### src/rtl/intr_ctrl_if.sv
// Bus between the interrupt controller and the CPU/request side.
// The master drives requests, acknowledges and mask writes; the slave reports priority state.
interface intr_ctrl_if;
   logic [7:0] irq;
   logic [7:0] s_call_intr;
   logic [7:0] s_return_intr;
   logic       mask_we;
   logic [7:0] mask_in;
   logic [7:0] min_bit_s;
   logic [7:0] min_bit_a;
   logic [2:0] intr_vec;
   logic [7:0] pending_o;
   logic [7:0] active_o;
   logic [7:0] mask_o;

   modport master (
      output irq, s_call_intr, s_return_intr, mask_we, mask_in,
      input  min_bit_s, min_bit_a, intr_vec, pending_o, active_o, mask_o
   );

   modport slave (
      input  irq, s_call_intr, s_return_intr, mask_we, mask_in,
      output min_bit_s, min_bit_a, intr_vec, pending_o, active_o, mask_o
   );
endinterface

### src/rtl/intr_ctrl.sv
// Interrupt controller: synchronises and edge-detects 8 request lines, tracks pending
// and in-service state, and presents lowest-index (highest-priority) one-hot selections.
module intr_ctrl #(
   parameter int unsigned SYNC_STAGES = 2,
   parameter bit          EDGE_MODE   = 1'b1,
   parameter logic [7:0]  MASK_RESET  = 8'hFF
) (
   input  logic        clk,
   input  logic        reset,
   intr_ctrl_if.slave  bus
);
   localparam int unsigned N      = 8;
   localparam int unsigned WARM_W = 3;
   localparam logic [WARM_W-1:0] WARM_DONE = WARM_W'(SYNC_STAGES + 1);

   logic [N-1:0]      irq_s;
   logic [N-1:0]      irq_prev_q, irq_prev_d;
   logic [N-1:0]      req_c;
   logic [N-1:0]      pending_q, pending_d;
   logic [N-1:0]      active_q, active_d;
   logic [N-1:0]      mask_q, mask_d;
   logic [WARM_W-1:0] warm_q, warm_d;
   logic [N-1:0]      pend_en_c;
   logic [N-1:0]      min_s_c, min_a_c;
   logic [2:0]        vec_c;

   // Synchroniser chain; stage 0 samples the raw line, the last stage feeds detection.
   generate
      if (SYNC_STAGES == 0) begin : g_nosync
         assign irq_s = bus.irq;
      end else begin : g_sync
         logic [SYNC_STAGES*N-1:0] sync_q, sync_d;

         always_comb begin
            sync_d      = sync_q;
            sync_d[N-1:0] = bus.irq;
            for (int unsigned i = 1; i < SYNC_STAGES; i++) begin
               sync_d[i*N +: N] = sync_q[(i-1)*N +: N];
            end
         end

         always_ff @(posedge clk) begin
            if (reset) sync_q <= '0;
            else       sync_q <= sync_d;
         end

         assign irq_s = sync_q[(SYNC_STAGES-1)*N +: N];
      end
   endgenerate

   // Edge detection is held off until the synchroniser and history have refilled after
   // reset, so lines already high when reset drops are not seen as fresh edges.
   always_comb begin
      irq_prev_d = irq_s;
      warm_d     = (warm_q == WARM_DONE) ? warm_q : warm_q + WARM_W'(1);
      req_c      = '0;
      if (EDGE_MODE) begin
         if (warm_q == WARM_DONE) req_c = irq_s & ~irq_prev_q;
      end else begin
         req_c = irq_s;
      end
      pending_d  = (pending_q & ~bus.s_call_intr) | req_c;
      active_d   = (active_q & ~bus.s_return_intr) | (bus.s_call_intr & pending_q);
      mask_d     = bus.mask_we ? bus.mask_in : mask_q;
   end

   always_ff @(posedge clk) begin
      if (reset) begin
         irq_prev_q <= '0;
         warm_q     <= '0;
         pending_q  <= '0;
         active_q   <= '0;
         mask_q     <= MASK_RESET;
      end else begin
         irq_prev_q <= irq_prev_d;
         warm_q     <= warm_d;
         pending_q  <= pending_d;
         active_q   <= active_d;
         mask_q     <= mask_d;
      end
   end

   // Priority selection from registered state only.
   always_comb begin
      pend_en_c = pending_q & mask_q;
      min_s_c   = pend_en_c & (~pend_en_c + N'(1));
      min_a_c   = active_q & (~active_q + N'(1));
      vec_c     = 3'd0;
      for (int i = N - 1; i >= 0; i--) begin
         if (pend_en_c[i]) vec_c = 3'(i);
      end
   end

   assign bus.min_bit_s = min_s_c;
   assign bus.min_bit_a = min_a_c;
   assign bus.intr_vec  = vec_c;
   assign bus.pending_o = pending_q;
   assign bus.active_o  = active_q;
   assign bus.mask_o    = mask_q;
endmodule

### src/flat_wrapper.sv
// flat-port wrapper written by rule: the top's interface ports become plain ports
module intr_ctrl_flat 
#(
   parameter int unsigned SYNC_STAGES = 2,
   parameter bit          EDGE_MODE   = 1'b1,
   parameter logic [7:0]  MASK_RESET  = 8'hFF
)
  (clk, reset, bus_irq, bus_s_call_intr, bus_s_return_intr, bus_mask_we, bus_mask_in, bus_min_bit_s, bus_min_bit_a, bus_intr_vec, bus_pending_o, bus_active_o, bus_mask_o);
  intr_ctrl_if bus_i ();
  input  logic clk;
  input  logic reset;
  input wire logic [$bits(bus_i.irq)-1:0] bus_irq;
  input wire logic [$bits(bus_i.s_call_intr)-1:0] bus_s_call_intr;
  input wire logic [$bits(bus_i.s_return_intr)-1:0] bus_s_return_intr;
  input wire logic [$bits(bus_i.mask_we)-1:0] bus_mask_we;
  input wire logic [$bits(bus_i.mask_in)-1:0] bus_mask_in;
  output wire logic [$bits(bus_i.min_bit_s)-1:0] bus_min_bit_s;
  output wire logic [$bits(bus_i.min_bit_a)-1:0] bus_min_bit_a;
  output wire logic [$bits(bus_i.intr_vec)-1:0] bus_intr_vec;
  output wire logic [$bits(bus_i.pending_o)-1:0] bus_pending_o;
  output wire logic [$bits(bus_i.active_o)-1:0] bus_active_o;
  output wire logic [$bits(bus_i.mask_o)-1:0] bus_mask_o;
  assign bus_i.irq = bus_irq;
  assign bus_i.s_call_intr = bus_s_call_intr;
  assign bus_i.s_return_intr = bus_s_return_intr;
  assign bus_i.mask_we = bus_mask_we;
  assign bus_i.mask_in = bus_mask_in;
  assign bus_min_bit_s = bus_i.min_bit_s;
  assign bus_min_bit_a = bus_i.min_bit_a;
  assign bus_intr_vec = bus_i.intr_vec;
  assign bus_pending_o = bus_i.pending_o;
  assign bus_active_o = bus_i.active_o;
  assign bus_mask_o = bus_i.mask_o;
  intr_ctrl #(.SYNC_STAGES(SYNC_STAGES), .EDGE_MODE(EDGE_MODE), .MASK_RESET(MASK_RESET)) u_core (.clk(clk), .reset(reset), .bus(bus_i));
endmodule
### config.mk
export PLATFORM = sky130hd
export DESIGN_NAME = intr_ctrl_flat
export DESIGN_NICKNAME = d
export VERILOG_FILES = /design/src/rtl/intr_ctrl_if.sv /design/src/rtl/intr_ctrl.sv /design/src/flat_wrapper.sv
export SDC_FILE = /design/constraint.sdc
export NUM_CORES = 1
export LEC_CHECK = 0
export ABC_CLOCK_PERIOD_IN_PS = 1530
export BUFFER_PORTS_ARGS = -buffer_cell sky130_fd_sc_hd__buf_4
export CAP_MARGIN = 20
export CORE_ASPECT_RATIO = 1.2
export CORE_MARGIN = 2
export CORE_UTILIZATION = 47
export CTS_CLUSTER_DIAMETER = 80
export DETAILED_ROUTE_END_ITERATION = 10
export GPL_ROUTABILITY_DRIVEN = 0
export PLACE_DENSITY = 0.76
export SETUP_SLACK_MARGIN = 0.2
export SLEW_MARGIN = 40
export SYNTH_ARGS = -nofsm -noshare
export SYNTH_HDL_FRONTEND = slang
export SYNTH_SLANG_ARGS = --single-unit
export TNS_END_PERCENT = 10
### constraint.sdc
create_clock -name clk -period 1.53 [get_ports clk]
set_input_delay 0.306 -clock clk [delete_from_list [all_inputs] [get_ports clk]]
set_output_delay 0.306 -clock clk [all_outputs]
set_load 0.01 [all_outputs]
==> results of run 1 <==
-- repair_timing --
action                     4_1_cts  5_1_grt
gates cloned                     0        0
pin swaps                        8        4
setup endpoints to repair       24       20
resized for setup               22        8
-- path summary, 6_finish.rpt --
kind / startpoint / to / slack [ns] / cells after the start
max reg2reg: u_core.warm_q[0] / u_core.warm_q[1] / 0.36 / 4
min reg2reg: u_core.g_sync.sync_q[3] / u_core.g_sync.sync_q[11] / 0.44 / 1
min: bus_mask_in[5] / u_core.bus.mask_o[5] / 0.21 / 2
max: u_core.bus.active_o[0] / bus_min_bit_a[6] / -0.36 / 3
-- metal layers --
layer  up-vias  part of all wire
met4         0            0.0061
met1       723              0.40
met5         -                 0
li1        833                 -
met3         2             0.059
met2        61              0.53
-- report_power, final --
group          internal, mW  leakage [nW]  switching [mW]  total [mW]
clock                 0.529        0.0612           0.399       0.928
combinational         0.170         0.765           0.124       0.294
sequential             1.39         0.421          0.0331        1.42
-- registers in the layout, summed over array words and instances (netlist names) --
name                  flops
u_core.bus.active_o       8
u_core.bus.pending_o      8
u_core.g_sync.sync_q     16
u_core.warm_q             3
u_core.bus.mask_o         8
u_core.irq_prev_q         8
-- logic make-up after synthesis --
family | count (synthesis)
and+or+nand+nor | 95
xor gates and xnor gates | 1
AOI/OAI and AO/OA | 33
muxes | 1
DFF | 51
buffers and inverters | 11
adders and majority gates | 2
-- per-stage QoR --
step / total power, mW / TNS [ns] / util / worst slack (ns) / instance area [um2]
detailed placement: 1.728 / -0.07499 / 0.6673 / -0.04130 / 2630
floorplan: 1.585 / 0 / - / 0.03046 / 1931
global placement: 1.719 / -0.03478 / 0.6673 / -0.01854 / 2630
CTS: 2.663 / -2.059 / 0.7114 / -0.3638 / 2804
global route: 2.765 / -2.711 / 0.7222 / -0.3898 / 2846
finish: 2.642 / -1.978 / 0.7222 / -0.3553 / 2846
-- Yosys cell counts (all sizes together) --
library cell	n	area share
o22ai	1	0.0033
a211o	8	0.036
a22o	1	0.0046
nand3b	8	0.031
or4	1	0.0059
ha	2	0.013
clkbuf	5	0.0098
nor3b	3	0.014
mux2i	1	0.0052
a21o	1	0.0039
a22oi	1	0.0039
nor4	1	0.011
xor2	1	0.0046
a32oi	2	0.0091
or2b	2	0.0078
dfxtp	51	0.53
nor4b	3	0.021
nor3	1	0.0026
a21oi	18	0.047
nand2b	15	0.049
nor2b	33	0.11
nand3	3	0.010
a41oi	1	0.0046
inv	3	0.0059
buf	3	0.0091
nand2	16	0.031
nor2	9	0.018
-- cell type report --
type	instances	area, um2
Fill cell	321	1095
Multi-Input combinational cell	132	929.6
Clock buffer	6	82.58
Tap cell	54	67.56
Inverter	3	11.26
Timing Repair Buffer	89	683.2
Sequential cell	51	1037
Clock inverter	2	35.03
==> summary.txt, run 1 <==
STA
  • Fmax: 530.4 MHz
  • Post-layout min period: 1.885 ns
  • Post-route setup slack: -0.3553 ns
  • Setup violators final: 11
  • Tcrit/Tclk final: 1.232
  • Final hold vios: 0
  • Slew headroom: 0.6678
  • Final hold slack: 0.2098 ns
  • Post-Route Skew: 0.005382 ns
  • Worst Max-Slew Pin Slew: 0.4984 ns
  • RSZ-0062 raised after global routing: yes
  • Max Slew Vio Count: 0

Final layout
  • Nets@finish: 319
  • Antenna cell count: 0
  • Layout cells sized above 1: 0.4346
  • Fin cells: 337
  • Commonest non-fill, non-tap cells in the layout: 85 x buf_4, 40 x dfxtp_1, 32 x nor2b_1
  • Area Overhead vs Synth: 47.92%
  • Commonest non-fill, non-tap cell in the layout: buf_4

Critical path
  • CP max FO: 4
  • CP top delay family: simple AND/OR/NAND/NOR gates
  • Worst EP required: 1.22 ns
  • Crit. End Element: primary output
  • Sequence of cells on the critical path: or4_4 -> nor4b_4 -> buf_4
  • Crit path max-delay cell type: or4_4
  • CP max stage delay: 0.59 ns
  • WP data arrival: 1.58 ns
  • Buf+Inv Stages, Crit Path: 1
  • Startpoint types: register
  • Critical path type: register to primary output

GRT
  • Initial antenna violation count: 0
  • Vias in the first global route: 1463
  • Largest net degree at the start of global routing: 52
  • Met3 Resource Use GR: 0.04992
  • M1 GR Usage: 0.2131
  • GRT Util Overall: 0.1875
  • First-pass GRT wire length: 6789 um
  • Remaining Overflow, GRT: 0
  • Met2 usage: 0.3441
  • Gr busiest metal: met2

Clock network
  • Number of setup buffers added after CTS: 0
  • TritonCTS Buffers: 5
  • Clock transition at the registers of the reported paths: 0.08 ns
  • Hold-fix buffers, CTS: 0
  • Clock latency at the later pin of the worst-skew pair: 0.29 ns
  • Root Buffer: clkbuf_8
  • CTS tree: built
  • Clock tree sinks: 51
  • CTS Buffer Depth: 2
  • H-tree depth: 2

Hold path
  • Worst Hold Class: input pin to register

Route
  • Vias: 1619
  • Final ANT Viol Nets: 0
  • Initial DRC Count: 54
  • DR WL/cell: 13.17 um
  • Drt total wl: 4437 um
  • Post-route DRC: 0
  • Vias per std cell: 4.804
  • Detailed Routing Iterations Pass 1: 4

Synth
  • Mapped Avg Cell Area: 9.919 um2
  • Post-Synth XOR/XNOR Area: 0.004551
  • Yosys Warn Count: 0
  • Main combinational cell family by area after synthesis: simple AND/OR/NAND/NOR gates
  • Mapped cell area: 1924 um2
  • FF+latch count, synth: 51
  • Post-synthesis simple-gate area fraction: 0.3095
  • Multiplexer area fraction after synthesis: 0.005202
  • Sequential area share after synthesis: 0.5306
  • Cell count after synthesis: 194
  • Yosys cell types: 31
  • Compound-Gate Fraction of Synth Area: 0.1125
  • Adder-cell share of the synthesized area: 0.01300
  • Syn_nets: 231

Power
  • Leakage: 1.247 nW
  • Power Dens Cells: 928.0 nW/um2
  • Max VDD drop: 0.8020 mV

Place
  • Placed cells: 329
  • IO buf count: 77
  • HPWL after DPL: 3180 um

Status
  • Status: finished, violations left
  • Failing checks: negative setup slack

Die
  • IO Count: 78
  • Starting Density: 0.4883
  • Chip width: 62.41 um
  • Die height: 74.10 um
  • Core area: 3941 um2
  • Num rows: 25
  • Die area: 4624 um2

Run
  • Max-cap violations: 0
Note: power is estimated with default switching activity, not from simulation.
==> inputs of run 2 (changes only) <==
--- a/config.mk
+++ b/config.mk
@@ -15,5 +15,5 @@
 export DETAILED_ROUTE_END_ITERATION = 10
 export GPL_ROUTABILITY_DRIVEN = 0
-export PLACE_DENSITY = 0.76
+export PLACE_DENSITY = 0.83
 export SETUP_SLACK_MARGIN = 0.2
 export SLEW_MARGIN = 40
==> constraint.sdc (replaced) <==
create_clock -name clk -period 1.53 [get_ports clk]
set_input_delay 0.0765 -clock clk [delete_from_list [all_inputs] [get_ports clk]]
set_output_delay 0.0765 -clock clk [all_outputs]
set_load 0.01 [all_outputs]
==> summary.txt, run 2 (synthesis results as in run 1) <==
Die
  • Starting Density: 0.4883
  • Core area: 3941 um2
  • Die height: 74.10 um
  • Chip width: 62.41 um
  • Die area: 4624 um2
  • Num rows: 25
  • IO Count: 78

Final layout
  • Biggest register: u_core.g_sync.sync_q
  • Antenna cell count: 0
  • Commonest non-fill, non-tap cell in the layout: buf_4
  • Fin cells: 343
  • Max FFs per register: 16
  • Layout cells sized above 1: 0.3910
  • Area Overhead vs Synth: 50.26%
  • Commonest non-fill, non-tap cells in the layout: 79 x buf_4, 39 x dfxtp_1, 33 x nor2b_1
  • Nets@finish: 326

Clock network
  • CTS Buffer Depth: 2
  • TritonCTS Buffers: 5
  • Root Buffer: clkbuf_8
  • Clock transition at the registers of the reported paths: 0.08 ns
  • H-tree depth: 2
  • CTS tree: built
  • Clock tree sinks: 51
  • Clock latency at the later pin of the worst-skew pair: 0.30 ns

Place
  • HPWL after DPL: 3129 um
  • Placed cells: 319
  • IO buf count: 77

STA
  • Tcrit/Tclk final: 1.093
  • Setup violators final: 5
  • Final hold vios: 0
  • Post-route setup slack: -0.1427 ns
  • Worst Max-Slew Pin Slew: 0.4921 ns
  • Post-Route Skew: 0.005927 ns
  • Fmax: 597.8 MHz
  • Slew headroom: 0.6720
  • Post-route setup TNS: -0.4032 ns
  • RSZ-0062 raised after global routing: yes
  • Max Slew Vio Count: 0
  • Post-layout min period: 1.673 ns

Critical path
  • Buf+Inv Stages, Crit Path: 1
  • Critical path type: register to primary output
  • Sequence of cells on the critical path: or4_4 -> nor4b_4 -> buf_4
  • CP max FO: 4
  • Worst EP required: 1.45 ns
  • Crit. End Element: primary output
  • CP max stage delay: 0.58 ns
  • WP data arrival: 1.60 ns
  • CP top delay family: simple AND/OR/NAND/NOR gates
  • Startpoint types: register
  • Crit path max-delay cell type: or4_4

Route
  • Initial DRC Count: 63
  • Vias per std cell: 4.971
  • DR WL/cell: 13.38 um
  • Vias: 1705
  • Final ANT Viol Nets: 0
  • Detailed Routing Iterations Pass 1: 4
  • Post-route DRC: 0
  • Drt total wl: 4590 um

GRT
  • GRT Util Overall: 0.1997
  • Remaining Overflow, GRT: 0
  • Vias in the first global route: 1627
  • First-pass GRT wire length: 7196 um
  • Largest net degree at the start of global routing: 52
  • Initial antenna violation count: 0

Status
  • Failing checks: negative setup slack
  • Status: finished, violations left

Power
  • Max VDD drop: 0.8873 mV
  • Power Total: 2.605 mW
  • Power Dens Cells: 900.8 nW/um2
  • Leakage: 1.253 nW

Hold path
  • Worst Hold Class: input pin to register

Run
  • Max-cap violations: 0
==> run 2: cell types whose count changed in the layout (fill, tap and decap cells not counted), moves of 2 or more <==
| cell | previous run | this run |
|---|---|---|
| buf_4 | 85 | 79 |
| nand2_4 | 2 | 0 |
| dlygate4sd3_1 | 0 | 16 |
| buf_6 | 4 | 1 |
==> run 2: worst register-to-register path, cell delays in order (launching register included) <==
cell,delay (ns)
dfxtp_1,0.35
ha_1,0.16
ha_2,0.32
mux2i_1,0.21
nor2_1,0.05
==> run 2: repair_timing <==
item                                    4_1_cts  5_1_grt
pin swaps                                     7        3
hold endpoints to repair                     16        0
hold buffers                                 16        0
cloned                                        0        0
setup buffers                                 1        0
endpoints found under the setup margin       12       13
gates resized for setup                      13       10
==> run 2: layer usage <==
metal	part of all wire	wire length [um]	track usage	up-vias
li1	-	-	-	846
met1	0.41	1892	0.2207	785
met2	0.50	2310	0.3572	61
met3	0.062	283	0.06354	13
met4	0.023	104	0.08889	0
met5	0	0	0	-
==> run 2: layout make-up <==
cell class | count | area (um2)
multi-input cells | 132 | 907.1
inverters | 3 | 11.26
flip-flops and latches | 51 | 1039
well taps | 54 | 67.56
clock inverters | 1 | 30.03
repair buffers | 96 | 764.5
fillers | 289 | 1050
clock buffers | 6 | 72.57
==> run 2: report_power, final <==
part           internal (mW)  total [mW]  switching [mW]  leakage, nW
sequential              1.39        1.43          0.0387        0.422
clock                  0.479       0.876           0.397       0.0513
combinational          0.182       0.303           0.121        0.779
total                   2.05        2.60           0.556         1.25
==> run 2: metrics by stage <==
step                cell area (um2)  hold WS (ns)  setup WS [ns]  utilization
floorplan                      1931        0.1481         0.2600            -
global placement               2555        0.2838         0.1960       0.6483
detailed placement             2555        0.2874         0.1569       0.6483
CTS                            2850       0.02455        -0.1529       0.7232
global route                   2892       0.04309        -0.2123       0.7337
finish                         2892       0.02474        -0.1427       0.7337
==> run 2: worst paths after layout <==
kind                      startpoint                       to  slack (ns)  cells after the start
min reg2reg  u_core.g_sync.sync_q[1]  u_core.g_sync.sync_q[9]        0.44                      1
max reg2reg         u_core.warm_q[0]         u_core.warm_q[1]        0.32                      4
min             bus_s_return_intr[1]   u_core.bus.active_o[1]        0.02                      3
max           u_core.bus.active_o[2]         bus_min_bit_a[6]       -0.14                      3
==> inputs of run 3 (changes only) <==
ABC_CLOCK_PERIOD_IN_PS = 2100   (was 1530)
CORE_UTILIZATION = 51   (was 47)
PLACE_DENSITY = 0.89   (was 0.83)
clock period = 2.1 ns   (was 1.53 ns; I/O delays follow)
==> summary.txt, run 3 (synthesis results as in run 1) <==
Status
  • Status: completed

GRT
  • First-pass GRT wire length: 6430 um
  • Initial antenna violation count: 0
  • Vias in the first global route: 1488
  • Remaining Overflow, GRT: 0
  • Largest net degree at the start of global routing: 52
  • GRT Util Overall: 0.2005

Route
  • Met2 WL post-DR: 2068 um
  • Drt total wl: 3990 um
  • Max Used Layer: met4
  • Vias per std cell: 4.972
  • Routed length on met1: 1606 um
  • DR WL/cell: 12.35 um
  • Vias: 1606
  • Detailed Routing Iterations Pass 1: 4
  • Post-route DRC: 0
  • Initial DRC Count: 50
  • Final ANT Viol Nets: 0
  • Met3 WL: 222 um

Die
  • Chip width: 60.08 um
  • Die area: 4283 um2
  • IO Count: 78
  • Die height: 71.29 um
  • Core area: 3633 um2
  • Starting Density: 0.5296
  • Num rows: 24

Place
  • Place WS: 0.6914 ns
  • IO buf count: 77
  • HPWL after DPL: 2986 um

Power
  • Leakage: 1.145 nW
  • Switching Share: 0.2260
  • Flop pwr share: 0.577
  • Power Dens Cells: 684.0 nW/um2
  • Combinational share of power: 0.106
  • Internal: 1.390 mW
  • Max VDD drop: 0.5799 mV
  • Clock share of power: 0.317
  • Switching power: 405.9 uW

Final layout
  • Commonest non-fill, non-tap cell in the layout: buf_4
  • Area Overhead vs Synth: 36.48%
  • Antenna cell count: 0
  • Layout cells sized above 1: 0.3284
  • Nets@finish: 307
  • Commonest non-fill, non-tap cells in the layout: 77 x buf_4, 51 x dfxtp_1, 33 x nor2b_1
  • Fillcell total: 289
  • Multi-input logic area: 855.8 um2
  • Biggest register: u_core.g_sync.sync_q
  • Register area: 1021 um2
  • Max FFs per register: 16

Critical path
  • Startpoint types: register
  • CP max FO: 4
  • Crit path max-delay cell type: or4_4
  • Critical path type: register to primary output
  • R2r setup slk: 0.77 ns
  • Worst EP required: 2.00 ns
  • Buf+Inv Stages, Crit Path: 1
  • CP top delay family: simple AND/OR/NAND/NOR gates
  • CP max stage delay: 0.59 ns
  • Crit. End Element: primary output
  • Sequence of cells on the critical path: or4_4 -> nor4b_4 -> buf_4
  • WP data arrival: 1.64 ns

STA
  • Tcrit/Tclk final: 0.8296
  • Worst Max-Slew Pin Slew: 0.4864 ns
  • Post-Route Skew: 0.007212 ns
  • Post-route setup TNS: 0 ns
  • Post-layout min period: 1.742 ns
  • Max Slew Vio Count: 0
  • RSZ-0062 raised after global routing: no
  • Setup violators final: 0
  • Final hold vios: 0
  • Slew headroom: 0.6758
  • Post-route setup slack: 0.3579 ns
  • Fmax: 574.0 MHz

Clock network
  • Clock tree sinks: 51
  • Root Buffer: clkbuf_8
  • Cts repair resizes: 0
  • Clock transition at the registers of the reported paths: 0.09 ns
  • Clock latency at the later pin of the worst-skew pair: 0.30 ns
  • Number of setup buffers added after CTS: 0
  • CTS Buffer Depth: 2
  • H-tree depth: 2
  • Hold-fix buffers, CTS: 0
  • TritonCTS Buffers: 5
  • CTS tree: built

Run
  • Max-cap violations: 0

Hold path
  • Worst Hold Class: input pin to register
[run 3: cell count changes in the layout (fill, tap and decap cells not counted), sizes merged]
cell | before | now
clkbuf | 6 | 7
bufinv | 1 | 0
clkinv | 0 | 1
buf | 80 | 77
dlygate4sd3 | 16 | 0
[run 3: worst paths after layout]
path | end | startpoint | depth (start not counted)
setup / recovery | bus_min_bit_a[6] | u_core.bus.active_o[3] | 3
hold / removal | u_core.bus.mask_o[2] | bus_mask_in[2] | 2
setup reg to reg | u_core.warm_q[1] | u_core.warm_q[0] | 4
hold reg to reg | u_core.g_sync.sync_q[10] | u_core.g_sync.sync_q[2] | 1
[run 3: final cells by class]
class | instances | area share
Clock buffer | 7 | 0.03287
Clock inverter | 1 | 0.003335
Inverter | 3 | 0.004288
Multi-Input combinational cell | 132 | 0.3259
Sequential cell | 51 | 0.3888
Tap cell | 52 | 0.02477
Timing Repair Buffer | 77 | 0.2201
[run 3: worst register-to-register path, stage by stage, from the launching register on]
cell and delay (ns):
dfxtp_1 0.35, ha_1 0.16, ha_1 0.42, mux2i_1 0.23
nor2_1 0.05
[run 3: power by group through the flow]
stage / clock network [mW] / registers [mW] / logic [mW]
5_1_grt: 0.624 / 1.04 / 0.212
4_1_cts: 0.583 / 1.04 / 0.193
2_1_floorplan: 0 / 1.06 / 0.0957
3_3_place_gp: 0 / 1.06 / 0.185
6_report: 0.569 / 1.04 / 0.191
3_5_place_dp: 0 / 1.06 / 0.192
[run 3: routing by layer]
| metal | track usage | up-vias |
|---|---|---|
| li1 | - | 806 |
| met5 | 0 | - |
| met4 | 0.1111 | 0 |
| met2 | 0.3430 | 54 |
| met1 | 0.2245 | 738 |
| met3 | 0.04332 | 8 |
[run 3: per-stage QoR]
stage	utilization	instance area, um2	total power, mW	hold WS [ns]	instances
floorplan	-	1924	1.154	0.1766	194
global placement	0.6966	2531	1.241	0.3081	315
detailed placement	0.6966	2531	1.251	0.3124	315
CTS	0.7228	2626	1.812	0.0004051	323
global route	0.7228	2626	1.879	0.004793	323
finish	0.7228	2626	1.796	0.009184	323
